$ cat config.mk
export PLATFORM = sky130hd
export DESIGN_NAME = match_collector
export DESIGN_NICKNAME = d
export VERILOG_FILES = /design/src/rtl/match_collector.sv
export SDC_FILE = /design/constraint.sdc
export NUM_CORES = 1
export LEC_CHECK = 0
export BUFFER_PORTS_ARGS = -buffer_cell sky130_fd_sc_hd__buf_2
export CAP_MARGIN = 20
export CORE_UTILIZATION = 31
export DETAILED_ROUTE_END_ITERATION = 10
export PLACE_DENSITY_LB_ADDON = 0.1
export SYNTH_ARGS = -nofsm -noshare
export SYNTH_HDL_FRONTEND = slang
export SYNTH_SLANG_ARGS = --single-unit
$ cat constraint.sdc
create_clock -name clock -period 3.7 [get_ports clock]
set_clock_uncertainty 0.2 [all_clocks]
set_input_delay 0.74 -clock clock [delete_from_list [all_inputs] [get_ports clock]]
set_output_delay 0.74 -clock clock [all_outputs]
set_load 0.1 [all_outputs]
$ cat src/rtl/match_collector.sv
// match_collector: drives a pattern searcher over an address range and queues match locations in a FIFO.
module match_collector #(
  parameter int DEPTH = 8
) (
  input  logic        clock,
  input  logic        reset,
  input  logic        go,
  input  logic [15:0] seq_start,
  input  logic [15:0] seq_end,
  output logic        srch_ready,
  output logic [15:0] srch_start,
  input  logic        srch_done,
  input  logic        srch_found,
  input  logic        srch_error,
  input  logic [15:0] srch_location,
  input  logic        pop,
  output logic        loc_valid,
  output logic [15:0] loc_out,
  output logic [4:0]  fifo_count,
  output logic [7:0]  match_count,
  output logic        busy,
  output logic        job_done,
  output logic        overflow,
  output logic        err_flag
);
  localparam int AW = (DEPTH > 1) ? $clog2(DEPTH) : 1;
  typedef enum logic [2:0] {IDLE, LAUNCH, WAIT, STORE, FINISH} state_t;
  state_t state_q, state_d;
  logic [15:0] next_q, next_d, end_q, end_d, loc_q, loc_d;
  logic [7:0] mc_q, mc_d;
  logic ovf_q, ovf_d, err_q, err_d;
  logic [AW-1:0] wp_q, wp_d, rp_q, rp_d;
  logic [4:0] cnt_q, cnt_d;
  logic ready_q, done_q, busy_q;
  logic push, pop_ok, full;
  logic [15:0] mem [DEPTH];
  assign pop_ok = pop && cnt_q != 5'd0;
  assign full = cnt_q == 5'(DEPTH);
  always_comb begin
    state_d = state_q;
    next_d = next_q;
    end_d = end_q;
    loc_d = loc_q;
    mc_d = mc_q;
    ovf_d = ovf_q;
    err_d = err_q;
    push = 1'b0;
    case (state_q)
      IDLE: if (go) begin
        next_d = seq_start;
        end_d = seq_end;
        mc_d = 8'd0;
        ovf_d = 1'b0;
        err_d = 1'b0;
        state_d = seq_start > seq_end ? FINISH : LAUNCH;
      end
      LAUNCH: state_d = WAIT;
      WAIT: if (srch_done) begin
        err_d = err_q | srch_error;
        loc_d = srch_location;
        state_d = (!srch_error && srch_found) ? STORE : FINISH;
      end
      STORE: begin
        mc_d = mc_q + 8'(mc_q != 8'hFF);
        push = !full || pop_ok;
        ovf_d = ovf_q | ~push;
        next_d = loc_q + 16'd1;
        state_d = (loc_q >= end_q || loc_q == 16'hFFFF) ? FINISH : LAUNCH;
      end
      FINISH: state_d = IDLE;
      default: state_d = IDLE;
    endcase
    // a new job flushes the queue even if the host pops in the same cycle
    wp_d = (state_q == IDLE && go) ? '0 : wp_q + AW'(push);
    rp_d = (state_q == IDLE && go) ? '0 : rp_q + AW'(pop_ok);
    cnt_d = (state_q == IDLE && go) ? 5'd0 : cnt_q + 5'(push) - 5'(pop_ok);
  end
  always_ff @(posedge clock or posedge reset) begin
    if (reset) begin
      state_q <= IDLE;
      next_q <= '0;
      end_q <= '0;
      loc_q <= '0;
      mc_q <= '0;
      ovf_q <= 1'b0;
      err_q <= 1'b0;
      wp_q <= '0;
      rp_q <= '0;
      cnt_q <= '0;
      ready_q <= 1'b0;
      done_q <= 1'b0;
      busy_q <= 1'b0;
    end else begin
      state_q <= state_d;
      next_q <= next_d;
      end_q <= end_d;
      loc_q <= loc_d;
      mc_q <= mc_d;
      ovf_q <= ovf_d;
      err_q <= err_d;
      wp_q <= wp_d;
      rp_q <= rp_d;
      cnt_q <= cnt_d;
      ready_q <= state_d == LAUNCH;
      done_q <= state_d == FINISH;
      busy_q <= state_d != IDLE;
    end
  end
  always_ff @(posedge clock) if (push) mem[wp_q] <= loc_q;
  assign srch_ready = ready_q;
  assign srch_start = next_q;
  assign job_done = done_q;
  assign busy = busy_q;
  assign match_count = mc_q;
  assign overflow = ovf_q;
  assign err_flag = err_q;
  assign fifo_count = cnt_q;
  assign loc_valid = cnt_q != 5'd0;
  assign loc_out = loc_valid ? mem[rp_q] : 16'h0;
endmodule
---- Word-level counts from Yosys, hierarchy flattened ----
Memories as Yosys holds them, arrays and structs flattened.
Cells that the tools add are included.
storage, ports and cells
  memory bits (read-only) ................. 0
  flip-flop bits (word level) ............. 75
  logic and storage cells ................. 72
  memory bits (writable) .................. 128
  memories ................................ 1
  bits in latches ......................... 0
memories
  name  words  width  read ports  clocked after Yosys merged registers in  wr ports  line  source
  mem   8      16     1           0                                        1         36    logic [15:0] mem [DEPTH];
cells by class
  $add $sub $neg .......................... 6
  mux-type cells .......................... 21
  magnitude comparators ................... 2
  divide/modulo/power cells ............... 0
  multiply operators ...................... 0
  reductions and logical operators ........ 16
  shift-type cells ........................ 0
  equal/unequal tests ..................... 10
  bitwise logic cells ..................... 3
operator list
  cell                                                  number
  2-to-1 mux 16 bit                                     2
  one-hot mux 16 bit (2 select lines)                   1
  2-to-1 mux 3 bit                                      7
  adder 16 x 1 -> 16 bit (second input constant)        1
  equality test 16 bit (second input constant)          1
  greater-or-equal comparator 16 bit                    1
  greater-than comparator 16 bit                        1
  one-hot mux 8 bit (2 select lines)                    1
  one-hot mux 3 bit (4 select lines)                    1
  adder 8 x 1 -> 8 bit                                  1
  2-to-1 mux 8 bit                                      1
  inequality test 8 bit (second input constant)         1
  adder 3 x 1 -> 3 bit                                  2
  equality test 3 x 1 -> 1 bit (second input constant)  2
  equality test 3 x 2 -> 1 bit (second input constant)  2
  AND reduction 2 bit                                   3
  adder 5 x 1 -> 5 bit                                  1
  equality test 5 x 4 -> 1 bit (second input constant)  1
  2-to-1 mux 1 bit                                      5
  2-to-1 mux 5 bit                                      1
  nonzero test 5 bit                                    1
  subtractor 5 x 1 -> 5 bit                             1
  inequality test 2 bit (second input constant)         2
  one-hot mux 1 bit (2 select lines)                    2
  10 further kinds                                      16

---- Logic depth before layout (Yosys ltp) ----
Gate-level depths: netlist (run 1).
  depth after elaboration ................. 7
  mapped depth ............................ 13
  mapped depth without buffers ............ 13

---- Worst setup path after synthesis (run 1) ----
Ideal clock, no wire load.
  path type ............................... reg-to-reg
  start point ............................. register cnt_q[2], in the netlist fifo_count[2]
  end point ............................... memory mem[2][0], enable pin
  library setup time ...................... 436 ps
  stages on the path, launching flop included .. 7
  path slack .............................. -435 ps
  buffers on the path ..................... 0
  required time ........................... 3064 ps
  arrival ................................. 3499 ps
  cell sequence ........................... dfrtp_1 > inv_1 > ha_1 > nand2b_1 > nand3_1 > nand2_1 > nor4b_1
between the ends
  word-level cells in the longest chain between the ends .. 6
RTL lines
  what                                                                       line    source
  start: declaration                                                         33      logic [4:0] cnt_q, cnt_d;
  start signal: assignment                                                   103     cnt_q <= cnt_d;
  equality test 5 x 4 -> 1 bit / nonzero test 5 bit (equally long branches)  38, 37
  logical NOT 1 bit / logical AND 1 bit (equally long branches)              65, 37
  logical OR 1 bit (*)                                                       65      push = !full || pop_ok;
  2-to-1 mux 1 bit (*)                                                       48      case (state_q)
  2-to-1 mux 1 bit (*)                                                       109     always_ff @(posedge clock) if (push) mem[wp_q] <= loc_q;
  2-to-1 mux 1 bit (implied by the code) (*)                                 109
  end: declaration                                                           36
Every way passes the cells marked *; elsewhere a longest branch is shown, timed or not.

---- Worst setup path in the final report (run 1) ----
  start point ............................. register cnt_q[3], in the netlist fifo_count[3]
  end point ............................... output loc_out[5]
between the ends
  word-level cells in the longest chain between the ends .. 2
RTL lines
  what                line  source
  nonzero test 5 bit  118   assign loc_valid = cnt_q != 5'd0;
  2-to-1 mux 16 bit   119   assign loc_out = loc_valid ? mem[rp_q] : 16'h0;
  end: declaration    18    output logic [15:0] loc_out,
No other way between the ends.

==> results.cfg, run 1 <==
[cts]
htree_levels = 1
path_clk_slew_ns = 0.06
cts_tree = done
cts.sinks = 203
cts-buffers-inserted = 23
worstSkewPairLatency_ns = 0.51
cts_max_path_buffers = 3
cts_root_buf = clkbuf_16
post_cts_resized = 0

[die]
floorplan.rows = 62
start_util_pct = 31.6
die_x_um = 173
core-area_um2 = 28800
pin_count = 106
fp.dieH_um = 173
dieArea_um2 = 30000

[timing]
hold_viol = 0
rsz0062_at_grt = no
worst_pin_slew_ns = 0.639
post-route-min-period_ns = 3.25
drv_slew = 0
setup_viol = 0
hold_ws_ns = 0.254
slew_headroom_pct = 57.3
timing.fmax_mhz = 307
finalCritPeriodShare_pct = 88.0

[setup_path]
critPathTopFamily = buffers and inverters
worstSetupEndpoint = loc_out[5]
r2r-end = fifo_count[4]
crit_path_cell_trace = inv_1, ha_1, and2_1, buf_4, nor2_1, buf_2
worstRegToRegCells = 13
regToRegSetupSlack_ns = 0.55
path_buf_inv = 3
critPathKind = register to output pin
crit_fanout = 17
crit_path_start = fifo_count[3]
end_kind = output pin
worstPathArrival_ns = 2.31
cp_slowest_cell = buf_2
start_kind = register
crit_cells = 6
cpPeakStageDelay_ns = 0.49
cp_data_required_time_ns = 2.76
timing.rr.start = fifo_count[3]

[grt]
grt_pass1_wl_um = 35300
busiest_layer = met2
track_usage_pct = 15.3
grt_overflow = 0
grt_max_degree = 53
met2_usage_pct = 25.8
grt_use_met3_pct = 2.50
grt_pass1_vias = 6055
met1_usage_pct = 20.7
grt_antenna_before_repair = 1

[status]
status = completed

[placement]
globalplace.congestion = 0.778
io_buffers = 105
hpwlAfterDp_um = 15000
placed_cell_area_um2 = 10200

[layout]
final_area_um2 = 11100
regArea_um2 = 5720
area_growth_pct = 21.9
fillers = 2744
multi_input_area_um2 = 3140
final_nets = 880
layout-drive-gt1-share_pct = 28.4

[detailed_routing]
ant_nets = 0
routedWlPerCell_um = 19.2
first_pass_iters = 4
wl_um = 22700
avgViaCountPerCell = 4.88
dr.first_iter.drc_count = 315
vias = 5760
drc = 0

[logic_synthesis]
ys_seq_elements = 203
async_flop_share_pct = 36.9
netlist_instances = 650
syn_nets = 752
synth_edf_count = 128
synthesis.area_um2 = 9090
synth_top_area_cell = edfxtp_1
synth_top_flop_cell = edfxtp_1
yosysWarnings = 0
yosysMostFrequentCell = edfxtp_1
synth_cell_types = 45
yosysSeqAreaShare_pct = 62.9
avgSynthCellArea_um2 = 14.0
synthTopCellsByCount = edfxtp_1, dfrtp_1, nand2_1
synth_area_leaders = edfxtp_1, dfrtp_1, mux4_2
yosysTopAreaCellShare_pct = 42.3

[min_path]
min_path_type = input port to register

[flow_run]
max_cap_viol_count = 0
worst register-to-register path: cells and delay by family, from the launching register on:
family | cells | cell delay [ns]
AOI/OAI and AO/OA | 2 | 0.33
adders and majority gates | 4 | 1.15
buffers and inverters | 2 | 0.13
DFF | 1 | 0.41
and+or+nand+nor | 5 | 0.86
kinds of logic after synthesis:
family / count (synthesis) / share of synthesized area, %
fa+ha+maj: 47 / 6.55
buf+inv: 70 / 3.03
simple gates: 156 / 8.09
flops: 203 / 62.9
mux: 63 / 11.5
compound gates: 92 / 6.02
xor+xnor: 19 / 1.83
how the worst min path moves through the flow:
stage | endpoint | cells after the start | from | slack [ns]
2_1_floorplan | end_q[0] | 2 | end_q[0] | 0.25
3_3_place_gp | srch_start[1] | 2 | srch_start[1] | 0.27
3_5_place_dp | srch_start[1] | 2 | srch_start[1] | 0.27
4_1_cts | loc_q[5] | 3 | srch_location[5] | 0.23
5_1_grt | loc_q[13] | 2 | srch_location[13] | 0.24
6_report | loc_q[5] | 3 | srch_location[5] | 0.25
sequential cells by signal, indices dropped and copies added, names as in the netlist:
register	cells
busy	1
end_q	16
err_flag	1
fifo_count	5
job_done	1
loc_q	16
match_count	8
mem	128
overflow	1
rp_q	3
srch_ready	1
srch_start	16
state_q	3
wp_q	3
cell type report:
type	count	share of cell area, %
Timing Repair Buffer	129	6.91
Sequential cell	203	51.7
Clock buffer	26	5.30
Clock inverter	16	1.93
Inverter	44	1.50
Antenna cell	1	0.0226
Multi-Input combinational cell	377	28.3
Tap cell	384	4.34
per-layer routing:
metal,share of wire (%),vias up
met5,0,-
met4,1.5,0
met3,4.7,27
met2,49,156
met1,45,2917
li1,-,2660
what timing repair did:
action,in CTS,in global routing
hold buffers,0,1
hold endpoints to repair,0,4
setup buffers,0,0
per-stage QoR:
stage               cells  TNS (ns)  setup slack, ns  util [%]
CTS                  1177         0            0.388      38.3
detailed placement   1135         0            0.524      35.6
floorplan             650     -4.72           -0.388         -
global placement     1135         0            0.578      35.6
global route         1179         0            0.329      38.5
finish               1180         0            0.446      38.5
layout by cell type, fill, tap and decap left out, types with 18 or more instances in the layout:
cell type  synthesis  layout
edfxtp_1         128     128
buf_2              7     105
nor2_1            37      37
dfrtp_1           75      74
clkbuf_16          0      23
nand2_1           53      53
buf_4              1      19
inv_1             44      43
ha_1              46      46
o21ai_0           42      42
mux4_2            32      32
nand3_1           18      18
Power of run 1 is not shown: default switching activity piles up to over one toggle a cycle in this logic, so the estimate is an artifact.
==> run 2, diff against run 1 <==
--- a/config.mk
+++ b/config.mk
@@ -10,6 +10,7 @@
 export CORE_UTILIZATION = 31
 export DETAILED_ROUTE_END_ITERATION = 10
 export PLACE_DENSITY_LB_ADDON = 0.1
+export RECOVER_POWER = 100
 export SYNTH_ARGS = -nofsm -noshare
 export SYNTH_HDL_FRONTEND = slang
 export SYNTH_SLANG_ARGS = --single-unit
==> run 2 against run 1 <==
Compared with the run above:
- cell count stayed put
- register-to-register slack got worse by 0.03 ns
- flip-flop and latch count is the same
- count of clock-buffer cells in the layout unchanged
- critical path type unchanged
- highest routed layer unchanged
==> results.cfg, run 2 (synthesized netlist as in run 1, its figures left out) <==
[placement]
dp_slack_ns = 0.524
io_buffers = 105
globalplace.congestion = 0.778
hpwlAfterDp_um = 15000
place_inst = 1135

[grt]
track_usage_pct = 15.3
grt_overflow = 0
grt_antenna_before_repair = 1
grt_pass1_wl_um = 35300
grt_max_degree = 53
grt_pass1_vias = 6055

[detailed_routing]
route.met2.wl_um = 11000
wl_met1_um = 10200
first_pass_iters = 4
drc = 0
dr.first_iter.drc_count = 296
ant_nets = 0
vias = 5768
avgViaCountPerCell = 4.89
wl_met3_um = 1150
routedWlPerCell_um = 19.2
highest_layer = met4
wl_um = 22700

[cts]
path_clk_slew_ns = 0.06
cts_max_path_buffers = 3
worstSkewPairLatency_ns = 0.51
cts.sinks = 203
ctsHoldBuffers = 0
cts_root_buf = clkbuf_16
cts_tree = done
htree_levels = 1
post_cts_resized = 0
cts_setup_buffers = 0
cts-buffers-inserted = 23

[min_path]
min_path_type = input port to register
hp-start = srch_location[5]

[timing]
rsz0062_at_grt = no
post-route-min-period_ns = 3.40
fin_ws_ns = 0.298
timing.fmax_mhz = 294
finalCritPeriodShare_pct = 91.9
setup_viol = 0
slew_headroom_pct = 10.4
worst_pin_slew_ns = 1.34
drv_slew = 0
hold_viol = 0
hold_ws_ns = 0.254

[die]
start_util_pct = 31.6
die_x_um = 173
pin_count = 106
dieArea_um2 = 30000
floorplan.rows = 62
fp.dieH_um = 173
core-area_um2 = 28800

[setup_path]
cpPeakStageDelay_ns = 0.49
path_buf_inv = 2
crit_path_cell_trace = clkbuf_2, mux4_2, mux2i_1, nor2_1, buf_2
crit_path_start = rp_q[0]
critPathKind = register to output pin
end_kind = output pin
critPathTopFamily = buffers and inverters
cp_slowest_cell = buf_2
start_kind = register
crit_fanout = 11
worstPathArrival_ns = 2.46
cp_data_required_time_ns = 2.76
timing.rr.start = fifo_count[3]

[status]
status = completed

[layout]
layout-drive-gt1-share_pct = 21.1
largest_reg_flops = 128
final_nets = 880
fin_cells = 1180
top_register = mem
layout_commonest_cell = edfxtp_1
area_growth_pct = 19.8
mostFrequentLayoutCells = edfxtp_1, dfrtp_1, buf_2, nand2_1, clkbuf_1

[flow_run]
max_cap_viol_count = 0
-- run 2: cell types whose count changed in the layout (fill, tap and decap cells not counted), sizes merged --
cell / change
clkinv: -1
clkbuf: +65
clkinvlp: +1
buf: -65
-- run 2: tightest hold or removal path: cells and delay by family --
kind / cells / cell delay [ns]
compound gates: 1 / 0.06
simple gates: 1 / 0.04
buf+inv: 1 / 0.08
-- run 2: worst paths after layout --
path	endpoint	cells after the start	slack (ns)
setup / recovery	loc_out[5]	5	0.30
hold / removal	loc_q[5]	3	0.25
setup reg to reg	mem[6][5]	7	0.52
hold reg to reg	srch_start[1]	2	0.30
max in group asynchronous	rp_q[0]	5	0.82
min in group asynchronous	match_count[6]	3	0.49
-- run 2: layer usage --
| metal | up-vias | global-route usage [%] |
|---|---|---|
| met3 | 27 | 2.50 |
| met1 | 2915 | 20.7 |
| li1 | 2662 | - |
| met4 | 0 | 3.43 |
| met5 | - | 0 |
| met2 | 164 | 25.8 |
-- run 2: cell type report --
| cell class | count | area, um2 |
|---|---|---|
| multi-input combinational | 377 | 3090 |
| sequential | 203 | 5720 |
| timing repair buffer | 129 | 627 |
| fill | 2780 | 17900 |
| antenna | 1 | 2.50 |
| inverter | 44 | 166 |
| clock inverter | 16 | 214 |
| tap | 384 | 480 |
| clock buffer | 26 | 587 |
-- run 2: metrics by stage --
stage          area (um2)  setup TNS, ns  utilization (%)
2_1_floorplan        9120          -4.72                -
3_3_place_gp        10200              0             35.6
3_5_place_dp        10200              0             35.6
4_1_cts             11000              0             38.3
5_1_grt             10900              0             37.8
6_report            10900              0             37.8
Power of run 2 is left out for the same reason.
==> run 3, diff against run 2 <==
--- a/config.mk
+++ b/config.mk
@@ -7,9 +7,9 @@
 export LEC_CHECK = 0
 export BUFFER_PORTS_ARGS = -buffer_cell sky130_fd_sc_hd__buf_2
 export CAP_MARGIN = 20
-export CORE_UTILIZATION = 31
+export CORE_UTILIZATION = 25
 export DETAILED_ROUTE_END_ITERATION = 10
-export PLACE_DENSITY_LB_ADDON = 0.1
+export PLACE_DENSITY_LB_ADDON = 0.25
 export RECOVER_POWER = 100
 export SYNTH_ARGS = -nofsm -noshare
 export SYNTH_HDL_FRONTEND = slang
==> constraint.sdc (replaced) <==
create_clock -name clock -period 3.9 [get_ports clock]
set_clock_uncertainty 0.2 [all_clocks]
set_input_delay 0.78 -clock clock [delete_from_list [all_inputs] [get_ports clock]]
set_output_delay 0.78 -clock clock [all_outputs]
set_load 0.1 [all_outputs]
==> run 3 against run 2 <==
Compared with the run above:
- the flow now finishes with violations (DRC, capacitance limit, slew limit)
- count of clock-buffer cells in the layout decreased by 3
- worst setup slack worse by 0.051 ns
- first-iteration DRC count fell by 9.8%
- register-to-register slack better by 0.04 ns
- final area up 0.40%
- die area up 24%
- cell count up 6.3%
- flip-flop and latch count stayed put
- sequential share of layout area shrank 0.21 points
- via count down 3.3%
- global-route usage down 2.8 points
==> results.cfg, run 3 (synthesized netlist as in run 1, its figures left out) <==
[layout]
antenna_cells = 0
largest_reg_flops = 128
top_register = mem
layout_commonest_cell = edfxtp_1
fillers = 3640
multi_input_area_um2 = 3110
final_util_pct = 30.7
area_growth_pct = 20.3
final_nets = 879
layout-drive-gt1-share_pct = 21.1
mostFrequentLayoutCells = edfxtp_1, dfrtp_1, buf_2, nand2_1, clkbuf_1
regArea_um2 = 5720

[timing]
finalCritPeriodShare_pct = 93.7
slew_headroom_pct = -31.9
worst_pin_slew_ns = 1.98
timing.fmax_mhz = 274
drv_slew = 76
hold_ws_ns = 0.278
hold_viol = 0
rsz0062_at_grt = no
fin_setup_tns_ns = 0
setup_viol = 0
post-route-min-period_ns = 3.65

[detailed_routing]
ant_nets = 0
wl_um = 22600
vias = 5579
avgViaCountPerCell = 4.45
drc = 10
routedWlPerCell_um = 18.0
dr.first_iter.drc_count = 267
first_pass_iters = 7

[grt]
grt_antenna_before_repair = 0
grt_pass1_vias = 5862
track_usage_pct = 12.5
grt_pass1_wl_um = 35100
grt_max_degree = 76
grt_overflow = 0

[cts]
cts.sinks = 203
worstSkewPairLatency_ns = 0.50
path_clk_slew_ns = 0.06
htree_levels = 1
cts_tree = done
cts_max_path_buffers = 3
cts-buffers-inserted = 22
cts_root_buf = clkbuf_16
post_cts_resized = 0
cts_setup_buffers = 0
ctsHoldBuffers = 0

[setup_path]
worstPathArrival_ns = 2.67
cp_slowest_cell = dfrtp_2
crit_fanout = 26
start_kind = register
crit_path_cell_trace = buf_12, mux4_2, mux2i_1, nor2_1, clkbuf_2
cp_data_required_time_ns = 2.92
end_kind = output pin
cpPeakStageDelay_ns = 0.56
critPathKind = register to output pin

[die]
pin_count = 106
floorplan.rows = 69
fp.dieH_um = 193
core-area_um2 = 35700
die_x_um = 193
dieArea_um2 = 37100
start_util_pct = 25.5

[status]
violations = DRC, capacitance limit, slew limit
status = complete, but fails checks

[flow_run]
max_cap_viol_count = 1

[placement]
hpwlAfterDp_um = 15300
io_buffers = 105
globalplace.congestion = 0.745

[min_path]
min_path_type = register to register
run 3: cell count changes in the layout (fill, tap and decap cells not counted), sizes merged:
cell and delta:
diode -1, buf -2, inv -1, clkinvlp -2, bufinv -1, dlygate4sd3 -1, clkinv +5
run 3: stage by stage:
step           setup slack [ns]  cell area [um2]  cells
2_1_floorplan            -0.228             9110    650
3_3_place_gp              0.630            10400   1214
3_5_place_dp              0.604            10400   1214
4_1_cts                   0.227            11100   1254
5_1_grt                  0.0620            10900   1254
6_report                  0.247            10900   1254
run 3: final timing paths:
kind                       cells after the start            end  slack, ns          start
min in group asynchronous                      3  fifo_count[4]       0.77          reset
min reg2reg                                    2  srch_start[1]       0.28  srch_start[1]
min                                            2  srch_start[1]       0.28  srch_start[1]
max                                            5    loc_out[11]       0.25        rp_q[0]
max reg2reg                                    9      mem[1][7]       0.56  fifo_count[3]
max in group asynchronous                      3        rp_q[0]       1.40          reset
run 3: layout make-up:
type | instances | area share, %
well taps | 461 | 5.27
repair buffers | 129 | 5.51
multi-input cells | 377 | 28.4
flip-flops and latches | 203 | 52.3
inverters | 44 | 1.52
clock inverters | 17 | 1.68
clock buffers | 23 | 5.26
run 3: layer usage:
layer	track usage, %	routed length, um	share of wire, %	up-vias
met5	0	0	0	-
met4	2.60	313	1.4	0
met3	2.00	980	4.3	24
met2	19.8	10300	46	118
met1	17.9	11000	49	2774
li1	-	-	-	2663
run 3: critical path: cells and delay by family, from the launching register on:
family	cells	cell delay (ns)
multiplexers	2	0.85
AND/OR/NAND/NOR	1	0.07
flip-flops	1	0.56
buffers and inverters	2	0.68
Power of run 3 is left out for the same reason.
